$ cat config.mk
export PLATFORM = sky130hd
export DESIGN_NAME = mux4_rr_arb
export DESIGN_NICKNAME = d
export VERILOG_FILES = /design/src/rtl/mux4_rr_arb.sv
export SDC_FILE = /design/constraint.sdc
export NUM_CORES = 1
export LEC_CHECK = 0
export ABC_AREA = 1
export CORE_UTILIZATION = 55
export CTS_BUF_LIST = sky130_fd_sc_hd__clkbuf_4 sky130_fd_sc_hd__clkbuf_8 sky130_fd_sc_hd__clkbuf_16
export CTS_CLUSTER_SIZE = 16
export DETAILED_ROUTE_END_ITERATION = 8
export PLACE_DENSITY = 0.83
export SYNTH_ARGS = -nofsm -noshare
export SYNTH_HDL_FRONTEND = slang
export SYNTH_SLANG_ARGS = --single-unit
$ cat constraint.sdc
create_clock -name clk -period 5.5 [get_ports clk]
set_clock_uncertainty 0.05 [all_clocks]
set_input_delay 1.65 -clock clk [delete_from_list [all_inputs] [get_ports clk]]
set_output_delay 1.65 -clock clk [all_outputs]
set_load 0.01 [all_outputs]
$ cat src/rtl/mux4_rr_arb.sv
`default_nettype none
// ============================================================================
// Module   : mux4_rr_arb
// Purpose  : Round-robin arbiter that shares one 4:1 single-bit select path
//            among four level-sensitive requesters. It owns the mux select,
//            keeps a one-hot grant with a hold policy, and registers the
//            selected data bit together with a one-cycle valid strobe.
// Ports    : clk      - clock, rising edge
//            rst_n    - asynchronous active-low reset
//            req[3:0] - level request per source (bit k = source k)
//            i[3:0]   - data bit per source (bit k = source k)
//            gnt[3:0] - registered one-hot grant, 0 when idle
//            sel[1:0] - registered select, index of gnt, holds when idle
//            busy     - registered, 1 while a grant is held
//            out      - registered i[sel] captured on serviced cycles
//            out_vld  - registered, 1 for one cycle per serviced cycle
// Options  : ARB_HOLD_LIMIT_EN - when defined, an owner that has been
//            serviced MAX_HOLD times is forced off the grant if another
//            source is waiting.
// Revision : 1.0 - initial release
// ============================================================================
module mux4_rr_arb #(
  parameter int MAX_HOLD = 8,
  parameter int CW       = 8
) (
  input  logic       clk,
  input  logic       rst_n,
  input  logic [3:0] req,
  input  logic [3:0] i,
  output logic [3:0] gnt,
  output logic [1:0] sel,
  output logic       busy,
  output logic       out,
  output logic       out_vld
);

  localparam logic [0:0] c_st_idle  = 1'b0;
  localparam logic [0:0] c_st_grant = 1'b1;

  logic [0:0] r_state;
  logic [3:0] r_gnt;
  logic [1:0] r_sel;
  logic [1:0] r_ptr;
  logic       r_busy;
  logic       r_out;
  logic       r_vld;

  logic [0:0] w_state_nxt;
  logic [3:0] w_gnt_nxt;
  logic [1:0] w_sel_nxt;
  logic [1:0] w_ptr_nxt;
  logic       w_busy_nxt;
  logic       w_out_nxt;
  logic       w_vld_nxt;
  logic [2:0] w_pick;
  logic       w_grant_new;
  logic       w_service;
  logic       w_force;

  // Round-robin search: first asserted candidate starting at 'start'.
  // Result is {found, index}. The loop runs backwards so the candidate
  // closest to 'start' is the last to write, and therefore wins.
  function automatic logic [2:0] rr_pick(input logic [3:0] cand,
                                         input logic [1:0] start);
    logic [2:0] res;
    logic [1:0] idx;
    res = 3'b000;
    for (int n = 3; n >= 0; n--) begin
      idx = start + 2'(n);
      if (cand[idx]) res = {1'b1, idx};
    end
    return res;
  endfunction

`ifdef ARB_HOLD_LIMIT_EN
  logic [CW-1:0] r_hold_cnt;

  // Forced release only when someone else is actually waiting; otherwise
  // the owner keeps the grant with the counter parked at saturation.
  assign w_force = (r_hold_cnt == CW'(MAX_HOLD)) && (|(req & ~r_gnt));

  always_ff @(posedge clk or negedge rst_n) begin
    if (!rst_n) begin
      r_hold_cnt <= '0;
    end else if (w_grant_new) begin
      r_hold_cnt <= '0;
    end else if (w_service && (r_hold_cnt != CW'(MAX_HOLD))) begin
      r_hold_cnt <= r_hold_cnt + 1'b1;
    end
  end
`else
  logic w_unused_cfg;

  assign w_force      = 1'b0;
  assign w_unused_cfg = ^{MAX_HOLD[0], CW[0]};
`endif

  // State register (plus the registered datapath it controls)
  always_ff @(posedge clk or negedge rst_n) begin
    if (!rst_n) begin
      r_state <= c_st_idle;
      r_gnt   <= 4'b0000;
      r_sel   <= 2'd0;
      r_ptr   <= 2'd0;
      r_busy  <= 1'b0;
      r_out   <= 1'b0;
      r_vld   <= 1'b0;
    end else begin
      r_state <= w_state_nxt;
      r_gnt   <= w_gnt_nxt;
      r_sel   <= w_sel_nxt;
      r_ptr   <= w_ptr_nxt;
      r_busy  <= w_busy_nxt;
      r_out   <= w_out_nxt;
      r_vld   <= w_vld_nxt;
    end
  end

  // Next-state logic
  always_comb begin
    w_state_nxt = r_state;
    w_gnt_nxt   = r_gnt;
    w_sel_nxt   = r_sel;
    w_ptr_nxt   = r_ptr;
    w_busy_nxt  = r_busy;
    w_out_nxt   = r_out;
    w_vld_nxt   = 1'b0;
    w_grant_new = 1'b0;
    w_service   = 1'b0;
    w_pick      = 3'b000;

    case (r_state)
      c_st_idle: begin
        w_pick = rr_pick(req, r_ptr);
      end
      c_st_grant: begin
        if (req[r_sel] && !w_force) begin
          w_service = 1'b1;
          w_vld_nxt = 1'b1;
          w_out_nxt = i[r_sel];
        end else begin
          // Owner leaves (voluntarily or forced): hand straight over to the
          // next waiting source, excluding the current owner, so there is
          // no idle bubble between grants.
          w_pick = rr_pick(req & ~r_gnt, r_ptr);
          if (!w_pick[2]) begin
            w_state_nxt = c_st_idle;
            w_gnt_nxt   = 4'b0000;
            w_busy_nxt  = 1'b0;
          end
        end
      end
      default: begin
        w_state_nxt = c_st_idle;
        w_gnt_nxt   = 4'b0000;
        w_busy_nxt  = 1'b0;
      end
    endcase

    if (w_pick[2]) begin
      w_grant_new = 1'b1;
      w_state_nxt = c_st_grant;
      w_gnt_nxt   = 4'b0001 << w_pick[1:0];
      w_sel_nxt   = w_pick[1:0];
      w_ptr_nxt   = w_pick[1:0] + 2'd1;
      w_busy_nxt  = 1'b1;
    end
  end

  // Output logic: every output comes straight from a register
  always_comb begin
    gnt     = r_gnt;
    sel     = r_sel;
    busy    = r_busy;
    out     = r_out;
    out_vld = r_vld;
  end

endmodule
`default_nettype wire
Word-level counts from Yosys, hierarchy flattened
Index checks and enable logic that the tools add are counted.
{"block": "word_totals", "out_inout_bits": 9, "reg_bits": 12, "input_bits": 10, "word_cells": 71}
{"block": "op_classes", "add_sub_neg": 4, "n_shift": 1, "n_mux": 46, "n_reduce_logical": 3, "n_bitwise": 3, "magnitude_cmp": 5, "eq_ne": 2}
{"op": "3-bit 2-to-1 mux", "count": 11}
{"op": "1-bit binary-select mux with 2-bit select", "count": 10}
{"op": "1-bit 2-to-1 mux", "count": 20}
{"op": "4-bit 2-to-1 mux", "count": 4}
{"op": "2-bit by 3-bit < comparator with 1-bit output, second input constant", "count": 5}
{"op": "3-bit case mux with 2 select lines", "count": 1}
{"op": "2-bit by 1-bit adder with 2-bit output, second input constant", "count": 2}
{"op": "2-bit adder, second input constant", "count": 2}
{"op": "4-bit AND", "count": 1}
{"op": "2-bit != test, second input constant", "count": 2}
{"op": "4-bit NOT", "count": 1}
{"op": "1-bit by 2-bit << shifter with 4-bit output, first input constant", "count": 1}
{"op": "3-bit AND reduction", "count": 1}
{"op": "2-bit AND reduction", "count": 1}
{"op": "2-bit nonzero test", "count": 1}
{"op": "1-bit NOT", "count": 1}

Logic depth before layout (Yosys ltp)
{"block": "logic_depth", "ltp_word": 14, "ltp_mapped": 16, "depth_no_buf": 15}

Worst setup path before layout
OpenSTA, ideal clock, no wires.
{"block": "synth_timing", "path_type": "input -> register", "startpoint": "input port req[3]", "endpoint": "register r_ptr[1]", "setup_ns": 0.121, "path_buffers": 0, "setup_slack_ns": 2.454, "t_arrival_ns": 2.875, "stages": 12, "required_time_ns": 5.329, "cell_sequence": "inv_1 -> o21ai_0 -> nand2_1 -> nand3_1 -> a21oi_1 -> nor2_1 -> nor2_2 -> nand2_2 -> inv_1 -> ha_1 -> nor2_2 -> a21oi_2"}
{"block": "synth_via", "elab_chain_cells": 12}
{"element": "from (decl)", "line_no": "28", "source": "input logic [3:0] req,"}
{"element": "4-bit AND", "line_no": "145", "source": "w_pick = rr_pick(req & ~r_gnt, r_ptr);"}
{"element": "1-bit binary-select mux with 2-bit select", "line_no": "70", "source": "if (cand[idx]) res = {1'b1, idx};"}
{"element": "1-bit 2-to-1 mux (not written as such)", "line_no": "70"}
{"element": "3-bit 2-to-1 mux (4 in a row)", "line_no": "70"}
{"element": "3-bit 2-to-1 mux", "line_no": "137", "source": "if (req[r_sel] && !w_force) begin"}
{"element": "3-bit 2-to-1 mux", "line_no": "132", "source": "case (r_state)"}
{"element": "3-bit 2-to-1 mux", "line_no": "137"}
{"element": "3-bit case mux with 2 select lines (*)", "line_no": "132"}
{"element": "named net w_pick[0]", "line_no": "55", "source": "logic [2:0] w_pick;"}
{"element": "2-bit by 1-bit adder with 2-bit output (*)", "line_no": "165", "source": "w_ptr_nxt = w_pick[1:0] + 2'd1;"}
{"element": "to (signal assigned)", "line_no": "112", "source": "r_ptr <= w_ptr_nxt;"}
{"element": "to (decl)", "line_no": "43", "source": "logic [1:0] r_ptr;"}
Mark *: on every way through the listed nets, which the timed path passes. The rest lies on a longest branch. The select of a mux whose other input is x is not followed.
A chain may end at the register's enable or synchronous reset.

Worst setup path after layout
Ends and elaborated chain as after synthesis.

==> summary.txt <==
Timing
  – RSZ-0062 raised after global routing: false
  – Final Hold Fails: 0
  – Slew headroom: 52.4%
  – Least-Margin Pin Slew: 0.714 ns
  – Final setup vio count: 0
  – Highest Clock Rate: 281 MHz
  – Final sum of negative setup slack: 0 ns
  – Min Tclk post-route: between 3 and 4 ns
  – Min Hold Slack: 0.455 ns
  – Period utilization: roughly 65%
  – Final Max Slew Viols: 0

Worst setup path
  – Worst EP arrival: 3.67 ns
  – Worst path required time: 5.61 ns
  – Worst path slowest cell: clkdlybuf4s50_1
  – Worst setup EP type: register
  – Crit-path most repeated cell: nor2_1
  – Crit-path cells: clkdlybuf4s50_1, inv_1, o21ai_0, nor2_1, nor2_1, nand3_1, nand2_1, nor2_1, nor2_2, nand2_2, inv_1, ha_1, nor2_2, a21oi_2
  – Worst-path fanout max: 4
  – Crit Path Category: in -> reg
  – Critical Path Max Stage Delay: about 0.53 ns
  – Startpoint Class: primary input

GRT
  – First-pass GRT wire length: about 4100 µm
  – Initial antenna violation count: 0
  – Global route overflow: 0
  – Vias in the first global route: 955
  – Largest net degree at the start of global routing: 17
  – Total GRT Usage: between 20% and 30%

Clock tree
  – Post-CTS resize count: 0
  – Clock root cell: clkbuf_4
  – Deepest clock path buffer count: 2
  – Clk pin slew, worst setup/hold paths: ~0.080 ns
  – Num Clock Sinks: 12
  – Clk_lat worst skew: 0.27 ns
  – Cts hold-fix bufs: 0
  – CTS tree: done
  – Num CTS Buffers: 3
  – H-Tree Level Count: 1
  – Setup Buffers After CTS: 0

Drt
  – Via/cell ratio: 5.45
  – Drt total wl: roughly 2400 µm
  – Vias post-DR: 1052
  – Detail Route Antenna Nets: 0
  – # DRC: 0
  – DRT Pass-1 Iters: 5
  – Initial DRC count: 26
  – DR WL/cell: roughly 13 µm

Synthesis
  – Leading area contributor after synthesis: dfrtp_1
  – Sequential fraction of the synthesis area: 28.0%
  – Cell Area, Synth: between 1000 and 1500 µm²
  – Post-synth EDFFs: 0
  – Post-synth ARST share: 100%
  – Synth cell types: 27
  – Synthesized Nets: 163
  – Top cells by area, synth: dfrtp_1 (28%), nand2_1 (12%), nand3_1 (11%)
  – Mapped Cells: 149
  – Syn avg cell area: ~7 µm²
  – Post-synth top cells: nand2_1 (35), nand3_1 (24), inv_1 (13), nand2_2 (13), dfrtp_1 (12)
  – Ys flop type: dfrtp_1
  – Cell with the most instances after synthesis: nand2_1
  – Share of the synthesized area in the top cell type: 28.0%
  – Synth Register Bits: 12
  – Yosys Warn Count: 0

Hold path
  – Worst hold path class: reg -> reg

Floorplan
  – Initial Util: 60.2%
  – # IOs: 19
  – Die width: 46.2 µm
  – Core footprint: 1780 µm²
  – Die H: 46.2 µm
  – Row Count: 15
  – Die footprint: 2130 µm²

Finish
  – Nets@finish: 183
  – Number of fill cells: 149
  – Fin area: 1290 µm²
  – Layout cells sized above 1: 22.6%
  – Area Growth Syn to Fin: 19.9%
  – # diodes: 0

Power
  – Pleak: 0.646 nW
  – Max IR drop VDD: 0.000407 V
  – PD cells: slightly above 700 nW/µm²

Placed design
  – Cell area after placement: around 1300 µm²
  – GPL Wtd Cong: 0.951
  – IO Port Bufs: 18
  – Post-DP HPWL: 1950 µm

Status
  – Outcome: finished clean

Job
  – MaxCap Viol Count: 0
-- registers in the layout, summed over array words and instances (netlist names) --
register  flops
gnt           4
r_ptr         2
sel           2
busy          1
out           1
out_vld       1
r_state       1
-- final timing paths --
check / startpoint / end / slack (ns) / depth (start not counted)
setup / recovery: req[3] / r_ptr[1]$_DFFE_PN0P_ / 1.94 / 14
hold / removal: busy$_DFFE_PN0P_ / busy$_DFFE_PN0P_ / 0.46 / 2
setup reg to reg: r_ptr[0]$_DFFE_PN0P_ / r_ptr[1]$_DFFE_PN0P_ / 3.02 / 12
hold reg to reg: busy$_DFFE_PN0P_ / busy$_DFFE_PN0P_ / 0.46 / 2
max in group asynchronous: rst_n / sel[0]$_DFFE_PN0P_ / 3.35 / 1
min in group asynchronous: rst_n / r_ptr[1]$_DFFE_PN0P_ / 1.69 / 1
-- final cells by class --
cell class | count | area [µm²] | share of cell area, %
inverter | 18 | 70.1 | 5.44
clock buffer | 4 | 36.3 | 2.82
multi-input combinational | 116 | 669 | 52.0
sequential | 12 | 300 | 23.3
timing repair buffer | 18 | 180 | 14.0
tap | 25 | 31.3 | 2.43
-- critical path, delay by kind of cell --
family | cells | cell delay, ns
adders and majority gates | 1 | 0.24
buffers and inverters | 3 | 0.70
AOI/OAI and AO/OA | 2 | 0.29
and+or+nand+nor | 8 | 0.79
-- logic make-up after synthesis --
family / count (synthesis) / share of synthesized area (%)
fa+ha+maj: 4 / 4.66
compound gates: 19 / 10.5
xor+xnor: 1 / 1.52
simple gates: 91 / 44.6
buf+inv: 21 / 9.67
flops: 12 / 28.0
mux: 1 / 1.05
-- per-stage QoR --
step                worst slack, ns  util (%)  std cells  total power [W]
floorplan                      2.45         -        149         0.000697
global placement               1.77      70.2        189         0.000817
detailed placement             1.69      70.2        189         0.000839
CTS                            1.97      72.2        193         0.000912
global route                   1.75      72.2        193          0.00100
finish                         1.94      72.2        193         0.000912
-- power by group --
part | internal (W) | switching (W) | leakage [nW]
combinational | 0.000257 | 0.000394 | 0.481
sequential | 0.000130 | 0.0000618 | 0.144
clock | 0.0000402 | 0.0000287 | 0.0210
total | 0.000427 | 0.000485 | 0.646
-- per-layer routing --
layer	wire length, µm	track usage, %
met1	1040	34.5
met5	0	0
met4	9	8.82
met3	108	1.57
met2	1270	47.9
-- layout by cell type (no fill, tap or decap), types with 3 or more instances in the layout --
cell	instances
ha_1	4
a21oi_1	6
nand3_2	5
nor2_1	7
o21ai_0	6
clkdlybuf4s50_1	18
nand2_1	35
nand3_1	24
dfrtp_1	12
clkbuf_4	3
nand2_2	13
inv_2	4
inv_1	13
No activity file was read; power rests on OpenSTA's default activity.
